**src/rtl/bht_predictor_if.sv**
```systemverilog
// Fetch/execute-facing bundle of the branch history table: lookup, training and
// optional statistics (present only when BHT_STAT_EN is defined).
interface bht_predictor_if #(
  parameter int ADDR_NBIT = 12
);
  logic                 en;
  logic [ADDR_NBIT-1:0] pc;
  logic                 pred_taken;
  logic [ADDR_NBIT-1:0] pred_target;
  logic                 upd_valid;
  logic [ADDR_NBIT-1:0] upd_pc;
  logic                 upd_taken;
  logic [ADDR_NBIT-1:0] upd_target;
`ifdef BHT_STAT_EN
  logic [15:0]          stat_upd_cnt;
  logic [15:0]          stat_correct_cnt;

  modport master (
    output en, pc, upd_valid, upd_pc, upd_taken, upd_target,
    input  pred_taken, pred_target, stat_upd_cnt, stat_correct_cnt
  );
  modport slave (
    input  en, pc, upd_valid, upd_pc, upd_taken, upd_target,
    output pred_taken, pred_target, stat_upd_cnt, stat_correct_cnt
  );
`else
  modport master (
    output en, pc, upd_valid, upd_pc, upd_taken, upd_target,
    input  pred_taken, pred_target
  );
  modport slave (
    input  en, pc, upd_valid, upd_pc, upd_taken, upd_target,
    output pred_taken, pred_target
  );
`endif
endinterface

```
**src/rtl/bht_predictor.sv**
```systemverilog
// Direct-mapped, tagged branch history table with 2-bit saturating counters.
// Combinational lookup, registered training. BHT_STAT_EN adds update/correct counters.
module bht_predictor #(
  parameter int ADDR_NBIT = 12,
  parameter int IDX_NBIT  = 3
) (
  input  logic            clk,
  input  logic            rst_n,
  bht_predictor_if.slave  bus
);
  localparam int NENT     = 1 << IDX_NBIT;
  localparam int TAG_NBIT = ADDR_NBIT - IDX_NBIT - 2;

  logic                 valid_q  [NENT];
  logic [TAG_NBIT-1:0]  tag_q    [NENT];
  logic [ADDR_NBIT-1:0] target_q [NENT];
  logic [1:0]           ctr_q    [NENT];

  logic [IDX_NBIT-1:0]  lk_idx;
  logic [TAG_NBIT-1:0]  lk_tag;
  logic                 lk_taken;

  assign lk_idx   = bus.pc[IDX_NBIT+1:2];
  assign lk_tag   = bus.pc[ADDR_NBIT-1:IDX_NBIT+2];
  assign lk_taken = valid_q[lk_idx] && (tag_q[lk_idx] == lk_tag) && ctr_q[lk_idx][1];

  assign bus.pred_taken  = lk_taken;
  assign bus.pred_target = lk_taken ? target_q[lk_idx] : '0;

  logic [IDX_NBIT-1:0]  upd_idx;
  logic [TAG_NBIT-1:0]  upd_tag;
  logic                 upd_apply;
  logic                 upd_hit;
  logic                 upd_pred;
  logic                 ent_we;
  logic                 ent_valid_d;
  logic [TAG_NBIT-1:0]  ent_tag_d;
  logic [ADDR_NBIT-1:0] ent_target_d;
  logic [1:0]           ent_ctr_d;

  assign upd_idx   = bus.upd_pc[IDX_NBIT+1:2];
  assign upd_tag   = bus.upd_pc[ADDR_NBIT-1:IDX_NBIT+2];
  assign upd_apply = bus.en && bus.upd_valid;
  assign upd_hit   = valid_q[upd_idx] && (tag_q[upd_idx] == upd_tag);
  assign upd_pred  = upd_hit && ctr_q[upd_idx][1];

  always_comb begin
    ent_we       = 1'b0;
    ent_valid_d  = valid_q[upd_idx];
    ent_tag_d    = tag_q[upd_idx];
    ent_target_d = target_q[upd_idx];
    ent_ctr_d    = ctr_q[upd_idx];
    if (upd_apply) begin
      if (upd_hit) begin
        ent_we = 1'b1;
        if (bus.upd_taken) begin
          ent_ctr_d    = (ctr_q[upd_idx] == 2'b11) ? 2'b11 : ctr_q[upd_idx] + 2'b01;
          ent_target_d = bus.upd_target;
        end else begin
          ent_ctr_d    = (ctr_q[upd_idx] == 2'b00) ? 2'b00 : ctr_q[upd_idx] - 2'b01;
        end
      end else if (bus.upd_taken) begin
        // Never-taken branches stay out of the table; only taken misses allocate.
        ent_we       = 1'b1;
        ent_valid_d  = 1'b1;
        ent_tag_d    = upd_tag;
        ent_target_d = bus.upd_target;
        ent_ctr_d    = 2'b10;
      end
    end
  end

  always_ff @(posedge clk or negedge rst_n) begin
    if (!rst_n) begin
      for (int i = 0; i < NENT; i++) begin
        valid_q[i]  <= 1'b0;
        tag_q[i]    <= '0;
        target_q[i] <= '0;
        ctr_q[i]    <= 2'b01;
      end
    end else if (ent_we) begin
      valid_q[upd_idx]  <= ent_valid_d;
      tag_q[upd_idx]    <= ent_tag_d;
      target_q[upd_idx] <= ent_target_d;
      ctr_q[upd_idx]    <= ent_ctr_d;
    end
  end

`ifdef BHT_STAT_EN
  logic [15:0] stat_upd_cnt_q;
  logic [15:0] stat_correct_cnt_q;

  always_ff @(posedge clk or negedge rst_n) begin
    if (!rst_n) begin
      stat_upd_cnt_q     <= '0;
      stat_correct_cnt_q <= '0;
    end else if (upd_apply) begin
      stat_upd_cnt_q <= stat_upd_cnt_q + 16'd1;
      if (upd_pred == bus.upd_taken)
        stat_correct_cnt_q <= stat_correct_cnt_q + 16'd1;
    end
  end

  assign bus.stat_upd_cnt     = stat_upd_cnt_q;
  assign bus.stat_correct_cnt = stat_correct_cnt_q;
`else
  logic unused_upd_pred;
  assign unused_upd_pred = upd_pred;
`endif
endmodule
```
**src/flat_wrapper.sv**
```systemverilog
// flat-port wrapper written by rule: the top's interface ports become plain ports
module bht_predictor_flat 
#(
  parameter int ADDR_NBIT = 12,
  parameter int IDX_NBIT  = 3
)
  (clk, rst_n, bus_en, bus_pc, bus_upd_valid, bus_upd_pc, bus_upd_taken, bus_upd_target, bus_pred_taken, bus_pred_target);
  bht_predictor_if #(.ADDR_NBIT(ADDR_NBIT)) bus_i ();
  input  logic clk;
  input  logic rst_n;
  input wire logic [$bits(bus_i.en)-1:0] bus_en;
  input wire logic [$bits(bus_i.pc)-1:0] bus_pc;
  input wire logic [$bits(bus_i.upd_valid)-1:0] bus_upd_valid;
  input wire logic [$bits(bus_i.upd_pc)-1:0] bus_upd_pc;
  input wire logic [$bits(bus_i.upd_taken)-1:0] bus_upd_taken;
  input wire logic [$bits(bus_i.upd_target)-1:0] bus_upd_target;
  output wire logic [$bits(bus_i.pred_taken)-1:0] bus_pred_taken;
  output wire logic [$bits(bus_i.pred_target)-1:0] bus_pred_target;
  assign bus_i.en = bus_en;
  assign bus_i.pc = bus_pc;
  assign bus_i.upd_valid = bus_upd_valid;
  assign bus_i.upd_pc = bus_upd_pc;
  assign bus_i.upd_taken = bus_upd_taken;
  assign bus_i.upd_target = bus_upd_target;
  assign bus_pred_taken = bus_i.pred_taken;
  assign bus_pred_target = bus_i.pred_target;
  bht_predictor #(.ADDR_NBIT(ADDR_NBIT), .IDX_NBIT(IDX_NBIT)) u_core (.clk(clk), .rst_n(rst_n), .bus(bus_i));
endmodule
```
**config.mk**
```make
export PLATFORM = sky130hd
export DESIGN_NAME = bht_predictor_flat
export DESIGN_NICKNAME = d
export VERILOG_FILES = /design/src/rtl/bht_predictor_if.sv /design/src/rtl/bht_predictor.sv /design/src/flat_wrapper.sv
export SDC_FILE = /design/constraint.sdc
export NUM_CORES = 1
export LEC_CHECK = 0
export BUFFER_PORTS_ARGS = -buffer_cell sky130_fd_sc_hd__clkbuf_2
export CORE_MARGIN = 4
export CORE_UTILIZATION = 45
export DETAILED_ROUTE_END_ITERATION = 10
export SLEW_MARGIN = 10
export SYNTH_ARGS = -nofsm -noshare
export SYNTH_HDL_FRONTEND = slang
export SYNTH_SLANG_ARGS = --single-unit
```
**constraint.sdc**
```tcl
create_clock -name clk -period 6.75 [get_ports clk]
set_clock_uncertainty 0.05 [all_clocks]
set_input_delay 0.3375 -clock clk [delete_from_list [all_inputs] [get_ports clk]]
set_output_delay 0.3375 -clock clk [all_outputs]
set_load 0.01 [all_outputs]
```
# Yosys cells after proc, flatten, opt, wreduce, memory -nomap -nowiden
# Cells that the tools add are included.
# totals
word_cells	102
reg_bits	176
inputBits	41
output_inout_bits	13
# op_classes
n_lt_le_gt_ge	3
muxes	54
addsub	2
n_bitwise	2
reduce_logical	6
n_eq_ne	3
# ops
op	n
$bwmux W96	1
$mux W12	8
$bmux W12 S3	2
$bwmux W56	1
$mux W7	8
$bmux W7 S3	2
$demux W12 S3	1
$mux W2	11
$demux W7 S3	1
$bwmux W16	1
$eq A7 B7 Y1	2
$bmux W2 S3	2
$mux W1	11
$bwmux W8	1
$ge A4 B4 Y1 const B	2
$not A3 Y4	2
$bmux W1 S3	2
$demux W2 S3	1
$logic_and A1 B1 Y1	5
$lt A4 B1 Y1 const B	1
$demux W1 S3	1
$add A2 B1 Y2 const B	1
$eq A2 B2 Y1 const B	1
$logic_not A2 Y1	1
$sub A2 B1 Y2 const B	1

# Logic depth before layout (Yosys ltp)
# depth
depth_word	10
mapped_depth	12
depth_no_buf	7

# Least setup slack after synthesis
# No wires, ideal clock.
# synth_path
path_kind	input to register
startpoint	input bus_upd_pc[4]
endpoint	register u_core.target_q[26] (netlist bit)
stages	9
t_arrival_ps	2831
n_path_buf	3
slack_ps	3744
setup_ps	125
required_ps	6575
cell_sequence	clkbuf_1 clkbuf_1 mux4_2 mux2i_1 xor2_1 a41oi_4 nor2_2 buf_4 mux2_2
# synth_via
elab_chain_cells	8
elab_cells_between_ends	22
classes_between	2 x order compare; 1 x eq/ne; 16 x mux; 1 x bitwise; 2 x reduce/logical
# synth_rtl
element	line	text
from (decl)	flat_wrapper.sv:14	input wire logic [$bits(bus_i.upd_pc)-1:0] bus_upd_pc;
$not A3 Y4 (not written as such) *	bht_predictor.sv:44, bht_predictor.sv:51, bht_predictor.sv:84	
$bmux W7 S3	bht_predictor.sv:44	assign upd_hit = valid_q[upd_idx] && (tag_q[upd_idx] == upd_tag);
$mux W7 (not written as such) (2 in series)	bht_predictor.sv:44	
$eq A7 B7 Y1	bht_predictor.sv:44	
$logic_and A1 B1 Y1	bht_predictor.sv:44	
$mux W1	bht_predictor.sv:54	if (upd_hit) begin
$mux W1	bht_predictor.sv:53	if (upd_apply) begin
to (signal, indexed assignment)	bht_predictor.sv:84	target_q[upd_idx] <= ent_target_d;
to (decl)	bht_predictor.sv:16	logic [ADDR_NBIT-1:0] target_q [NENT];
# Every way passes the cells marked *; elsewhere a longest branch is shown, timed or not. The select of a mux whose other input is x is not followed.
# A chain may end at the register's enable or synchronous reset.

# Final worst setup path
# layout_path
startpoint	input bus_upd_pc[3]
endpoint	register u_core.target_q[91] (netlist bit)
# Same word-level chain as after synthesis.

==> impl_results.html <==
<table>
<tr><th>Metric</th><th>Value</th></tr>
<tr><th colspan="2">Status</th></tr>
<tr><td>Result of the run</td><td>completed</td></tr>
<tr><th colspan="2">Placed design</th></tr>
<tr><td>DPL Wire Length</td><td>17100 um</td></tr>
<tr><td>Buffers added on ports</td><td>49</td></tr>
<tr><td>Post-DP Area</td><td>10200 sq um</td></tr>
<tr><td>Weighted congestion at the end of routability-driven global placement</td><td>0.821</td></tr>
<tr><td>Number of cells in the design after placement</td><td>1030</td></tr>
<tr><th colspan="2">Power and ir drop</th></tr>
<tr><td>Worst-case vdd ir drop</td><td>0.154 mV</td></tr>
<tr><td>Leak Pwr</td><td>4.64 nW</td></tr>
<tr><td>Power density normalized to cell area</td><td>296 nW/um^2</td></tr>
<tr><th colspan="2">Yosys</th></tr>
<tr><td>Cells after synthesis</td><td>approximately 740</td></tr>
<tr><td>Predominant post-synthesis flop cell</td><td>sky130_fd_sc_hd__dfrtp_1</td></tr>
<tr><td>Most area-hungry cell type in the Yosys netlist</td><td>sky130_fd_sc_hd__dfrtp_1</td></tr>
<tr><td>Synthesized cell area</td><td>between 9000 and 10000 sq um</td></tr>
<tr><td>Count of synthesis-stage warnings from yosys</td><td>0</td></tr>
<tr><td>Library cells used by synthesis</td><td>49</td></tr>
<tr><td>Number of synthesized flops with an enable pin</td><td>0</td></tr>
<tr><td>Register bit count reported by yosys</td><td>around 180</td></tr>
<tr><td>Syn nets</td><td>782</td></tr>
<tr><td>Post-synth top area share</td><td>43.4%</td></tr>
<tr><td>Sequential cell area fraction in the yosys report</td><td>45.5%</td></tr>
<tr><td>Leading post-synthesis cells by cell area</td><td>sky130_fd_sc_hd__dfrtp_1 (43%), sky130_fd_sc_hd__mux4_2 (12%), sky130_fd_sc_hd__mux2_2 (12%), sky130_fd_sc_hd__o22a_1 (5.1%), sky130_fd_sc_hd__mux2i_1 (5.0%)</td></tr>
<tr><td>FFs w/ async S/R, synth</td><td>100%</td></tr>
<tr><td>Per-instance average area after synthesis</td><td>13.1 sq um</td></tr>
<tr><th colspan="2">Detailed routing</th></tr>
<tr><td>Residual antenna-violating net count after detailed routing</td><td>0</td></tr>
<tr><td>Count of vias placed by the detailed router</td><td>about 6700</td></tr>
<tr><td>Number of detailed-routing iterations run before antenna repair</td><td>5</td></tr>
<tr><td>Via count normalized by instance count</td><td>6.34</td></tr>
<tr><td>Iteration-0 DRC count of the detailed router</td><td>around 570</td></tr>
<tr><td>Final wirelength</td><td>27500 um</td></tr>
<tr><td>Routed len/inst</td><td>between 20 and 30 um</td></tr>
<tr><td>Number of DRC violations after detailed routing</td><td>0</td></tr>
<tr><th colspan="2">Final layout</th></tr>
<tr><td>Count of inserted antenna diode cells</td><td>0</td></tr>
<tr><td>Total area of multi-input combinational cells</td><td>4970 sq um</td></tr>
<tr><td>Final nets</td><td>816</td></tr>
<tr><td>Most common library cell in the layout ignoring fill and taps</td><td>sky130_fd_sc_hd__dfrtp_1</td></tr>
<tr><td>Most frequent cells in the layout</td><td>sky130_fd_sc_hd__dfrtp_1 (168), sky130_fd_sc_hd__mux2_2 (99), sky130_fd_sc_hd__o22a_1 (56), sky130_fd_sc_hd__mux4_2 (52), sky130_fd_sc_hd__mux2i_1 (48)</td></tr>
<tr><td>Post-layout instance area</td><td>10800 sq um</td></tr>
<tr><td>Fill count</td><td>1845</td></tr>
<tr><td>Non-filler instance count after layout</td><td>~1100</td></tr>
<tr><td>Synthesis-to-layout area growth</td><td>11.6%</td></tr>
<tr><td>Share of final-layout standard cells stronger than drive strength 1</td><td>36.0%</td></tr>
<tr><td>Sequential Area</td><td>approximately 4400 sq um</td></tr>
<tr><th colspan="2">STA</th></tr>
<tr><td>Final Setup Violations</td><td>0</td></tr>
<tr><td>Final period util</td><td>65.0%</td></tr>
<tr><td>Highest Clock Rate</td><td>about 230 MHz</td></tr>
<tr><td>Unrepaired setup endpoints after global routing</td><td>no</td></tr>
<tr><td>Slew @ Worst Pin</td><td>1100 ps</td></tr>
<tr><td>Final min period</td><td>4390 ps</td></tr>
<tr><td>Worst hold slack</td><td>305 ps</td></tr>
<tr><td>Total negative slack for setup checks</td><td>0 ps</td></tr>
<tr><td>Number of slew-limit violations in the final report</td><td>0</td></tr>
<tr><td>Worst slew margin relative to its limit</td><td>26.8%</td></tr>
<tr><td>Hold violation total from the final report</td><td>0</td></tr>
<tr><th colspan="2">Die</th></tr>
<tr><td>Die Width</td><td>roughly 150 um</td></tr>
<tr><td>Chip height</td><td>around 150 um</td></tr>
<tr><td>Die outline area</td><td>between 20000 and 25000 sq um</td></tr>
<tr><td>Core Area</td><td>about 21000 sq um</td></tr>
<tr><td>Initial Util</td><td>46.0%</td></tr>
<tr><td>Cell Rows</td><td>53</td></tr>
<tr><td>I/O pin cnt</td><td>54</td></tr>
<tr><th colspan="2">Setup path</th></tr>
<tr><td>Category of the worst setup path capture point</td><td>register</td></tr>
<tr><td>Data required time at the worst endpoint</td><td>7010 ps</td></tr>
<tr><td>Arrival time at the worst endpoint</td><td>roughly 4700 ps</td></tr>
<tr><td>Beginning of the worst register-to-register path</td><td>u_core.tag_q[2]</td></tr>
<tr><td>Kind of launch point of the worst setup path</td><td>input port</td></tr>
<tr><td>Maximum fanout encountered on the critical timing path</td><td>39</td></tr>
<tr><td>Type of the worst setup path</td><td>input port to register</td></tr>
<tr><td>Start point of the critical path</td><td>bus_upd_pc[3]</td></tr>
<tr><th colspan="2">Clocking</th></tr>
<tr><td>Htree depth</td><td>4</td></tr>
<tr><td>CTS Buf Count</td><td>17</td></tr>
<tr><td>TritonCTS Sinks</td><td>176</td></tr>
<tr><td>Cts repair resizes</td><td>0</td></tr>
<tr><td>Root buffer cell</td><td>sky130_fd_sc_hd__clkbuf_16</td></tr>
<tr><td>Insertion delay to the later sink of the worst-skew pair</td><td>between 400 and 500 ps</td></tr>
<tr><td>Clock tree from TritonCTS</td><td>yes</td></tr>
<tr><td>CTS Buffer Depth</td><td>2</td></tr>
<tr><td>Post-CTS setup-driven buffer insertion count</td><td>0</td></tr>
<tr><td>Hold buffer count at cts</td><td>1</td></tr>
<tr><td>Clock input transition at the sequential cells of the worst setup and hold paths</td><td>60 ps</td></tr>
<tr><th colspan="2">Worst hold path</th></tr>
<tr><td>Hold path start</td><td>bus_upd_valid</td></tr>
<tr><td>Path category of the worst min-delay check</td><td>input port to register</td></tr>
<tr><th colspan="2">Global route</th></tr>
<tr><td>Via count of the first global-routing pass</td><td>between 7000 and 8000</td></tr>
<tr><td>Gr usage total</td><td>23.8%</td></tr>
<tr><td>Maximum number of pins on one net before global-route repair</td><td>93</td></tr>
<tr><td>Total grt overflow</td><td>0</td></tr>
<tr><td>Antenna violations before repair</td><td>0</td></tr>
<tr><td>Global-route wire length before repair</td><td>approximately 44000 um</td></tr>
<tr><th colspan="2">Job</th></tr>
<tr><td>Max cap viols</td><td>0</td></tr>
</table>
[cells in the mapped netlist (all sizes together), types with 5 or more instances]
| master | n |
|---|---|
| a21oi | 14 |
| a221o | 5 |
| a221oi | 10 |
| a22oi | 13 |
| a2bb2oi | 7 |
| buf | 33 |
| clkbuf | 21 |
| dfrtp | 168 |
| dfstp | 8 |
| inv | 13 |
| mux2 | 114 |
| mux2i | 55 |
| mux4 | 52 |
| nand2 | 20 |
| nand3 | 13 |
| nor2 | 49 |
| nor2b | 10 |
| nor3 | 5 |
| o21ai | 12 |
| o22a | 56 |
| o2bb2ai | 8 |
| or2 | 8 |
| xnor2 | 7 |
[state kept, by name, indices dropped and copies added, names as in the netlist]
register and cells:
u_core.target_q 96, u_core.tag_q 56, u_core.ctr_q 16, u_core.valid_q 8
[layer usage]
layer / part of all wire [%] / GRT usage (%)
met4: 1.6 / 5.97
met2: 49 / 39.2
met5: 0 / 0
met3: 5.8 / 4.11
met1: 44 / 33.0
[through the flow]
step | setup WS (ps) | util, % | power [mW]
floorplan | 3740 | - | 1.96
finish | 2360 | 51.3 | 3.20
CTS | 2460 | 51.3 | 3.21
global placement | 2030 | 48.3 | 2.12
detailed placement | 2020 | 48.3 | 2.16
global route | 2190 | 51.3 | 3.34
[final timing paths]
kind                                             to  slack, ps  cells past startpoint
worst max-delay path            u_core.target_q[91]       2360                      9
worst min-delay path                u_core.ctr_q[0]        300                      4
worst max register to register  u_core.target_q[91]       3180                      8
worst min register to register      u_core.ctr_q[0]        410                      2
max in group asynchronous           u_core.ctr_q[9]       4450                      3
min in group asynchronous          u_core.tag_q[40]        520                      2
[power breakdown]
part | internal, mW | switching (mW) | leakage, nW
clock | 0.611 | 0.443 | 0.309
sequential | 1.28 | 0.170 | 2.20
combinational | 0.392 | 0.302 | 2.13
total | 2.29 | 0.915 | 4.64
[area by class of cell]
type	count	area share (%)
clock buffer	19	4.19
clock inverter	13	1.61
inverter	13	0.451
multi-input combinational	498	45.9
sequential	176	40.8
tap	275	3.18
timing repair buffer	69	3.87
[worst max-delay path: stages]
cell and delay, ps:
sky130_fd_sc_hd__clkbuf_2 690, sky130_fd_sc_hd__inv_1 670, sky130_fd_sc_hd__o221ai_1 350, sky130_fd_sc_hd__a22oi_1 190, sky130_fd_sc_hd__a221oi_1 620, sky130_fd_sc_hd__a41oi_4 350, sky130_fd_sc_hd__nor2_2 630, sky130_fd_sc_hd__buf_4 390
sky130_fd_sc_hd__mux2_2 370
[logic make-up after synthesis]
family / synth area share [%]
buffers and inverters: 3.23
AO/OA/AOI/OAI: 12.6
XOR/XNOR: 0.904
adder cells (fa/ha/maj): 0.103
multiplexers: 31.9
flip-flops: 45.5
AND/OR/NAND/NOR: 5.68
Power figures use the tool's default switching activity.
